==> config.mk <==
export PLATFORM = sky130hd
export DESIGN_NAME = scramble_sequencer_flat
export DESIGN_NICKNAME = d
export VERILOG_FILES = /design/src/rtl/scramble_sequencer_if.sv /design/src/rtl/scramble_sequencer.sv /design/src/flat_wrapper.sv
export SDC_FILE = /design/constraint.sdc
export NUM_CORES = 1
export LEC_CHECK = 0
export CAP_MARGIN = 5
export CORE_UTILIZATION = 30
export CTS_CLUSTER_DIAMETER = 100
export DETAILED_ROUTE_END_ITERATION = 8
export DONT_BUFFER_PORTS = 1
export PLACE_DENSITY_LB_ADDON = 0.1
export SETUP_SLACK_MARGIN = 0.02
export SLEW_MARGIN = 20
export SYNTH_ARGS = -nofsm -noshare
export SYNTH_HDL_FRONTEND = slang
export SYNTH_SLANG_ARGS = --single-unit
==> constraint.sdc <==
create_clock -name clk -period 5.61 [get_ports clk]
set_clock_uncertainty 0.2 [all_clocks]
set_input_delay 1.122 -clock clk [delete_from_list [all_inputs] [get_ports clk]]
set_output_delay 1.122 -clock clk [all_outputs]
set_load 0.01 [all_outputs]
==> src/rtl/scramble_sequencer_if.sv <==
// Bus bundle for scramble_sequencer: round control, scrambled indices, guesses, display and result outputs.
interface scramble_sequencer_if;
    localparam int unsigned IDX_W   = 3;
    localparam int unsigned MODE_W  = 2;
    localparam int unsigned SCORE_W = 3;

    logic               start;
    logic [MODE_W-1:0]  mode;
    logic [IDX_W-1:0]   index1;
    logic [IDX_W-1:0]   index2;
    logic [IDX_W-1:0]   index3;
    logic [IDX_W-1:0]   index4;
    logic [IDX_W-1:0]   index5;
    logic [IDX_W-1:0]   index6;
    logic [IDX_W-1:0]   guess;
    logic               guess_valid;
    logic [IDX_W-1:0]   disp_index;
    logic               disp_valid;
    logic               busy;
    logic               guess_ready;
    logic               correct_pulse;
    logic               wrong_pulse;
    logic               timeout_pulse;
    logic [SCORE_W-1:0] score;
    logic               done;
    logic               pass;

    modport master (
        output start, mode, index1, index2, index3, index4, index5, index6, guess, guess_valid,
        input  disp_index, disp_valid, busy, guess_ready, correct_pulse, wrong_pulse,
               timeout_pulse, score, done, pass
    );

    modport slave (
        input  start, mode, index1, index2, index3, index4, index5, index6, guess, guess_valid,
        output disp_index, disp_valid, busy, guess_ready, correct_pulse, wrong_pulse,
               timeout_pulse, score, done, pass
    );
endinterface

==> src/rtl/scramble_sequencer.sv <==
// Latches a scrambled slot permutation, plays it on the display bus, then scores player guesses.
// Optional guess timeout: define SCRAMBLE_SEQ_GUESS_TIMEOUT_EN.
module scramble_sequencer #(
    parameter int unsigned DWELL_CYCLES   = 4,
    parameter int unsigned GAP_CYCLES     = 2,
    parameter int unsigned CNT_W          = 26,
    parameter int unsigned TIMEOUT_CYCLES = 16
) (
    input logic                  clk,
    input logic                  rst,
    scramble_sequencer_if.slave  bus
);
    localparam int unsigned IDX_W   = 3;
    localparam int unsigned SLOT_W  = 3;
    localparam int unsigned SEQ_LEN = 6;

    localparam logic [CNT_W-1:0] DWELL_LAST   = CNT_W'(DWELL_CYCLES - 1);
    localparam logic [CNT_W-1:0] GAP_LAST     = CNT_W'(GAP_CYCLES - 1);
    localparam logic [CNT_W-1:0] TIMEOUT_LAST = CNT_W'(TIMEOUT_CYCLES - 1);

    typedef enum logic [2:0] {
        S_IDLE,
        S_SHOW,
        S_GAP,
        S_GUESS,
        S_DONE
    } state_e;

    state_e                          state_q, state_d;
    logic [SLOT_W-1:0]               slot_q, slot_d;
    logic [SLOT_W-1:0]               n_q, n_d;
    logic [CNT_W-1:0]                timer_q, timer_d;
    logic [SEQ_LEN-1:0][IDX_W-1:0]   seq_q, seq_d;
    logic [SLOT_W-1:0]               score_q, score_d;
    logic                            pass_q, pass_d;
    logic [IDX_W-1:0]                disp_index_q, disp_index_d;
    logic                            disp_valid_q, disp_valid_d;
    logic                            busy_q, busy_d;
    logic                            guess_ready_q, guess_ready_d;
    logic                            correct_pulse_q, correct_pulse_d;
    logic                            wrong_pulse_q, wrong_pulse_d;
    logic                            timeout_pulse_q, timeout_pulse_d;
    logic                            done_q, done_d;
    logic                            advance;

    // Round sequencing; outputs are derived from the next state so they land registered.
    always_comb begin
        state_d         = state_q;
        slot_d          = slot_q;
        n_d             = n_q;
        timer_d         = timer_q;
        seq_d           = seq_q;
        score_d         = score_q;
        pass_d          = pass_q;
        correct_pulse_d = 1'b0;
        wrong_pulse_d   = 1'b0;
        timeout_pulse_d = 1'b0;
        advance         = 1'b0;

        unique case (state_q)
            S_IDLE: begin
                if (bus.start && (bus.mode != 2'b11)) begin
                    seq_d   = {bus.index6, bus.index5, bus.index4, bus.index3, bus.index2, bus.index1};
                    n_d     = SLOT_W'(4) + SLOT_W'(bus.mode);
                    slot_d  = '0;
                    timer_d = '0;
                    score_d = '0;
                    pass_d  = 1'b0;
                    state_d = S_SHOW;
                end
            end
            S_SHOW: begin
                if (timer_q == DWELL_LAST) begin
                    timer_d = '0;
                    if (slot_q == n_q - SLOT_W'(1)) begin
                        slot_d  = '0;
                        state_d = S_GUESS;
                    end else begin
                        state_d = S_GAP;
                    end
                end else begin
                    timer_d = timer_q + CNT_W'(1);
                end
            end
            S_GAP: begin
                if (timer_q == GAP_LAST) begin
                    timer_d = '0;
                    slot_d  = slot_q + SLOT_W'(1);
                    state_d = S_SHOW;
                end else begin
                    timer_d = timer_q + CNT_W'(1);
                end
            end
            S_GUESS: begin
                if (bus.guess_valid) begin
                    timer_d = '0;
                    advance = 1'b1;
                    if (bus.guess == seq_q[slot_q]) begin
                        correct_pulse_d = 1'b1;
                        score_d         = score_q + SLOT_W'(1);
                    end else begin
                        wrong_pulse_d = 1'b1;
                    end
                end else if (timer_q == TIMEOUT_LAST) begin
`ifdef SCRAMBLE_SEQ_GUESS_TIMEOUT_EN
                    timer_d         = '0;
                    advance         = 1'b1;
                    wrong_pulse_d   = 1'b1;
                    timeout_pulse_d = 1'b1;
`else
                    // Timer saturates: the block waits for a guess indefinitely.
                    timer_d = timer_q;
`endif
                end else begin
                    timer_d = timer_q + CNT_W'(1);
                end
                if (advance) begin
                    if (slot_q == n_q - SLOT_W'(1)) begin
                        state_d = S_DONE;
                    end else begin
                        slot_d = slot_q + SLOT_W'(1);
                    end
                end
            end
            S_DONE: state_d = S_IDLE;
            default: state_d = S_IDLE;
        endcase

        disp_valid_d  = (state_d == S_SHOW);
        disp_index_d  = disp_valid_d ? seq_d[slot_d] : '0;
        busy_d        = (state_d == S_SHOW) || (state_d == S_GAP) || (state_d == S_GUESS);
        guess_ready_d = (state_d == S_GUESS);
        done_d        = (state_d == S_DONE);
        if (state_d == S_DONE) begin
            pass_d = (score_d == n_d);
        end
    end

    always_ff @(posedge clk) begin
        if (!rst) begin
            state_q         <= S_IDLE;
            slot_q          <= '0;
            n_q             <= '0;
            timer_q         <= '0;
            seq_q           <= '0;
            score_q         <= '0;
            pass_q          <= 1'b0;
            disp_index_q    <= '0;
            disp_valid_q    <= 1'b0;
            busy_q          <= 1'b0;
            guess_ready_q   <= 1'b0;
            correct_pulse_q <= 1'b0;
            wrong_pulse_q   <= 1'b0;
            timeout_pulse_q <= 1'b0;
            done_q          <= 1'b0;
        end else begin
            state_q         <= state_d;
            slot_q          <= slot_d;
            n_q             <= n_d;
            timer_q         <= timer_d;
            seq_q           <= seq_d;
            score_q         <= score_d;
            pass_q          <= pass_d;
            disp_index_q    <= disp_index_d;
            disp_valid_q    <= disp_valid_d;
            busy_q          <= busy_d;
            guess_ready_q   <= guess_ready_d;
            correct_pulse_q <= correct_pulse_d;
            wrong_pulse_q   <= wrong_pulse_d;
            timeout_pulse_q <= timeout_pulse_d;
            done_q          <= done_d;
        end
    end

    assign bus.disp_index    = disp_index_q;
    assign bus.disp_valid    = disp_valid_q;
    assign bus.busy          = busy_q;
    assign bus.guess_ready   = guess_ready_q;
    assign bus.correct_pulse = correct_pulse_q;
    assign bus.wrong_pulse   = wrong_pulse_q;
    assign bus.timeout_pulse = timeout_pulse_q;
    assign bus.score         = score_q;
    assign bus.done          = done_q;
    assign bus.pass          = pass_q;
endmodule
==> src/flat_wrapper.sv <==
// flat-port wrapper written by rule: the top's interface ports become plain ports
module scramble_sequencer_flat 
#(
    parameter int unsigned DWELL_CYCLES   = 4,
    parameter int unsigned GAP_CYCLES     = 2,
    parameter int unsigned CNT_W          = 26,
    parameter int unsigned TIMEOUT_CYCLES = 16
)
  (clk, rst, bus_start, bus_mode, bus_index1, bus_index2, bus_index3, bus_index4, bus_index5, bus_index6, bus_guess, bus_guess_valid, bus_disp_index, bus_disp_valid, bus_busy, bus_guess_ready, bus_correct_pulse, bus_wrong_pulse, bus_timeout_pulse, bus_score, bus_done, bus_pass);
  scramble_sequencer_if bus_i ();
  input logic clk;
  input logic rst;
  input wire logic [$bits(bus_i.start)-1:0] bus_start;
  input wire logic [$bits(bus_i.mode)-1:0] bus_mode;
  input wire logic [$bits(bus_i.index1)-1:0] bus_index1;
  input wire logic [$bits(bus_i.index2)-1:0] bus_index2;
  input wire logic [$bits(bus_i.index3)-1:0] bus_index3;
  input wire logic [$bits(bus_i.index4)-1:0] bus_index4;
  input wire logic [$bits(bus_i.index5)-1:0] bus_index5;
  input wire logic [$bits(bus_i.index6)-1:0] bus_index6;
  input wire logic [$bits(bus_i.guess)-1:0] bus_guess;
  input wire logic [$bits(bus_i.guess_valid)-1:0] bus_guess_valid;
  output wire logic [$bits(bus_i.disp_index)-1:0] bus_disp_index;
  output wire logic [$bits(bus_i.disp_valid)-1:0] bus_disp_valid;
  output wire logic [$bits(bus_i.busy)-1:0] bus_busy;
  output wire logic [$bits(bus_i.guess_ready)-1:0] bus_guess_ready;
  output wire logic [$bits(bus_i.correct_pulse)-1:0] bus_correct_pulse;
  output wire logic [$bits(bus_i.wrong_pulse)-1:0] bus_wrong_pulse;
  output wire logic [$bits(bus_i.timeout_pulse)-1:0] bus_timeout_pulse;
  output wire logic [$bits(bus_i.score)-1:0] bus_score;
  output wire logic [$bits(bus_i.done)-1:0] bus_done;
  output wire logic [$bits(bus_i.pass)-1:0] bus_pass;
  assign bus_i.start = bus_start;
  assign bus_i.mode = bus_mode;
  assign bus_i.index1 = bus_index1;
  assign bus_i.index2 = bus_index2;
  assign bus_i.index3 = bus_index3;
  assign bus_i.index4 = bus_index4;
  assign bus_i.index5 = bus_index5;
  assign bus_i.index6 = bus_index6;
  assign bus_i.guess = bus_guess;
  assign bus_i.guess_valid = bus_guess_valid;
  assign bus_disp_index = bus_i.disp_index;
  assign bus_disp_valid = bus_i.disp_valid;
  assign bus_busy = bus_i.busy;
  assign bus_guess_ready = bus_i.guess_ready;
  assign bus_correct_pulse = bus_i.correct_pulse;
  assign bus_wrong_pulse = bus_i.wrong_pulse;
  assign bus_timeout_pulse = bus_i.timeout_pulse;
  assign bus_score = bus_i.score;
  assign bus_done = bus_i.done;
  assign bus_pass = bus_i.pass;
  scramble_sequencer #(.DWELL_CYCLES(DWELL_CYCLES), .GAP_CYCLES(GAP_CYCLES), .CNT_W(CNT_W), .TIMEOUT_CYCLES(TIMEOUT_CYCLES)) u_core (.clk(clk), .rst(rst), .bus(bus_i));
endmodule
==> results.json <==
{
  "final_util_pct": 34.4,
  "viasPerCell": 5.15,
  "synth_xor_area_share_pct": 5.75,
  "min_period_ns": 3.57,
  "synthTopCellsByArea": "dfxtp_1 35%, nand2_1 5.9%, nor2_1 4.8%",
  "clock_path_buffers": 2,
  "timing.fmax_mhz": 280,
  "die_y_um": 114,
  "num_io_pins": 41,
  "final_cell_area_sq_um": 4170,
  "maxCapViolCount": 0,
  "max_stage_delay_ns": 0.72,
  "cts_root_buf": "clkbuf_16",
  "clk_pin_slew_ns": 0.05,
  "synth-seq-area-share_pct": 35.3,
  "worstPathArrival_ns": 3.60,
  "synth_top_area_share_pct": 35.3,
  "drtAntennaViolNets": 0,
  "slew_violations": 0,
  "initial_core_util_pct": 30.9,
  "synth-compound-area-share_pct": 19.2,
  "required_ns": 5.63,
  "ys_types": 74,
  "postSynthCellCount": 442,
  "die_w_um": 114,
  "drive_gt1_share_pct": 10.9,
  "grt_max_degree": 39,
  "synth_edf_count": 0,
  "async_reset_ff_share_pct": 0,
  "routedWlPerCell_um": 16.1,
  "cp_top_family": "simple AND/OR/NAND/NOR gates",
  "vdd.ir_drop.worst_uv": 143,
  "track_usage_pct": 16.6,
  "ctsResizeCount": 0,
  "setup_viol": 0,
  "powerDensity_nw_per_um2": 297,
  "grt_pass1_wl_um": 16400,
  "cts_tree": "built",
  "drc": 0,
  "place_area_sq_um": 3840,
  "postSynthAreaPerCell_sq_um": 8.47,
  "nets": 468,
  "finalHoldViolCount": 0,
  "rsz0062_at_grt": "no",
  "critPathKind": "flip-flop to flip-flop",
  "yosys-mux-area-fraction_pct": 4.61,
  "holdBufCountCts": 0,
  "cts_inserted_buffers": 9,
  "core_sq_um": 12100,
  "synth_most_common_cell": "dfxtp_1",
  "start_kind": "flip-flop",
  "wirelength_um": 9800,
  "synth-adder-area-share_pct": 2.01,
  "clk_latency_ns": 0.34,
  "synth_ff_type": "dfxtp_1",
  "num_rows": 40,
  "endpoint_kind": "flip-flop",
  "syn-num-nets": 475,
  "slew_headroom_pct": 44.1,
  "p_leak_nw": 1.50,
  "setup_tns_ns": 0,
  "crit_buf_inv": 0,
  "netlist_area_sq_um": 3740,
  "post_cts_buffers": 0,
  "outcome": "finished clean",
  "critical_path.slowest_cell": "dfxtp_1",
  "synth-seq-cells": 66,
  "vias": 3129,
  "htreeDepth": 3,
  "yosysTopAreaCell": "dfxtp_1",
  "post-route-period-util_pct": 63.7,
  "syn2layout_area_growth_pct": 11.4,
  "firstDrtPassIters": 4,
  "tightestPinTransition_ns": 0.837,
  "clock-sinks": 66,
  "antenna_found_initial": 0,
  "ys_warn_count": 0,
  "drt_iter0_drc": 209,
  "dp_hpwl_um": 6970,
  "synth_common_cells": "66 x dfxtp_1, 59 x nand2_1, 48 x nor2_1",
  "cp_cell_sequence": "xor2_1, nand3_2, ha_1, nor4bb_1, nand4_1, o21ai_0, nor2_1, a31oi_1, a32o_1, a32o_1",
  "yosys.area_share.simple_pct": 28.0,
  "critPathMostFrequentCell": "a32o_1",
  "die-area_sq_um": 12900,
  "place_congestion": 0.803,
  "r2r_setup_slack_ns": 2.04,
  "grt_overflow": 0,
  "cp_max_fo": 11,
  "grt_pass1_vias": 3042,
  "antenna_cells": 0,
  "port_buffers": 0,
  "hp-class": "flip-flop to flip-flop",
  "synth_top_family_by_area": "simple AND/OR/NAND/NOR gates"
}
-- routing by layer --
layer | track usage (%) | routed length, um
met5 | 0 | 0
met4 | 5.53 | 110
met3 | 4.41 | 487
met2 | 25.2 | 4280
met1 | 22.6 | 4910
-- through the flow --
step           instances  power, W  hold slack (ns)  worst slack, ns
6_report             608   0.00124            0.285             2.04
2_1_floorplan        442  0.000599            0.249             2.58
3_3_place_gp         592  0.000619            0.269             2.07
4_1_cts              608   0.00125            0.285             2.05
3_5_place_dp         592  0.000621            0.277             1.99
5_1_grt              608   0.00129            0.327             1.79
-- placed cells by master, fill, tap and decap left out, types with 4 or more instances in the layout --
cell type	Yosys	layout
nand2_1	59	59
and3_1	8	8
a21oi_1	15	15
o21ai_0	15	15
a21boi_0	18	18
xnor2_1	14	14
nor2b_1	11	11
nand3_1	19	19
nor4_2	5	5
nor3_1	8	8
mux2i_1	6	6
a22oi_1	5	5
o211ai_1	4	4
nand4_1	7	7
nor2_1	48	47
a31oi_1	4	4
or3_1	5	5
dfxtp_1	66	66
inv_1	16	16
clkbuf_16	0	9
xor2_1	8	8
ha_1	6	6
-- flip-flops by register name, indices dropped and copies added, names as in the netlist, 3 cells and up --
register and count:
u_core.timer_q 26, u_core.seq_q 18, u_core.bus.disp_index 3, u_core.bus.score 3, u_core.n_q 3, u_core.slot_q 3, u_core.state_q 3
-- area by class of cell --
type / count / area [sq um]
flip-flops and latches: 66 / 1320
clock inverters: 6 / 88.8
inverters: 16 / 60.1
clock buffers: 10 / 239
fillers: 1302 / 7940
well taps: 168 / 210
repair buffers: 2 / 15.0
multi-input cells: 340 / 2240
-- worst reg2reg max path, stage by stage, from the launching register on --
cell	delay (ns)
dfxtp_1	0.72
xor2_1	0.34
nand3_2	0.27
ha_1	0.27
nor4bb_1	0.13
nand4_1	0.15
o21ai_0	0.19
nor2_1	0.67
a31oi_1	0.08
a32o_1	0.25
a32o_1	0.19
-- final timing paths --
check,depth (start not counted),endpoint,start
min reg2reg,2,u_core.seq_q[10]$_SDFF_PN0_,u_core.seq_q[10]$_SDFF_PN0_
max reg2reg,10,u_core.bus.disp_index[0]$_SDFF_PN0_,u_core.slot_q[0]$_SDFF_PN0_
max,10,u_core.bus.disp_index[0]$_SDFF_PN0_,u_core.slot_q[0]$_SDFF_PN0_
min,2,u_core.seq_q[10]$_SDFF_PN0_,u_core.seq_q[10]$_SDFF_PN0_
-- kinds of logic after synthesis --
logic type | Yosys count
other | 1
DFF | 66
and+or+nand+nor | 200
muxes | 13
adders and majority gates | 6
xor gates and xnor gates | 23
AOI/OAI and AO/OA | 97
buffers and inverters | 36
-- report_power, final --
| group | internal (W) | switching (W) | total (W) |
|---|---|---|---|
| Sequential | 0.000484 | 0.0000174 | 0.000502 |
| Combinational | 0.0000423 | 0.0000657 | 0.000108 |
| Clock | 0.000402 | 0.000226 | 0.000628 |
Note: power is estimated with default switching activity, not from simulation.
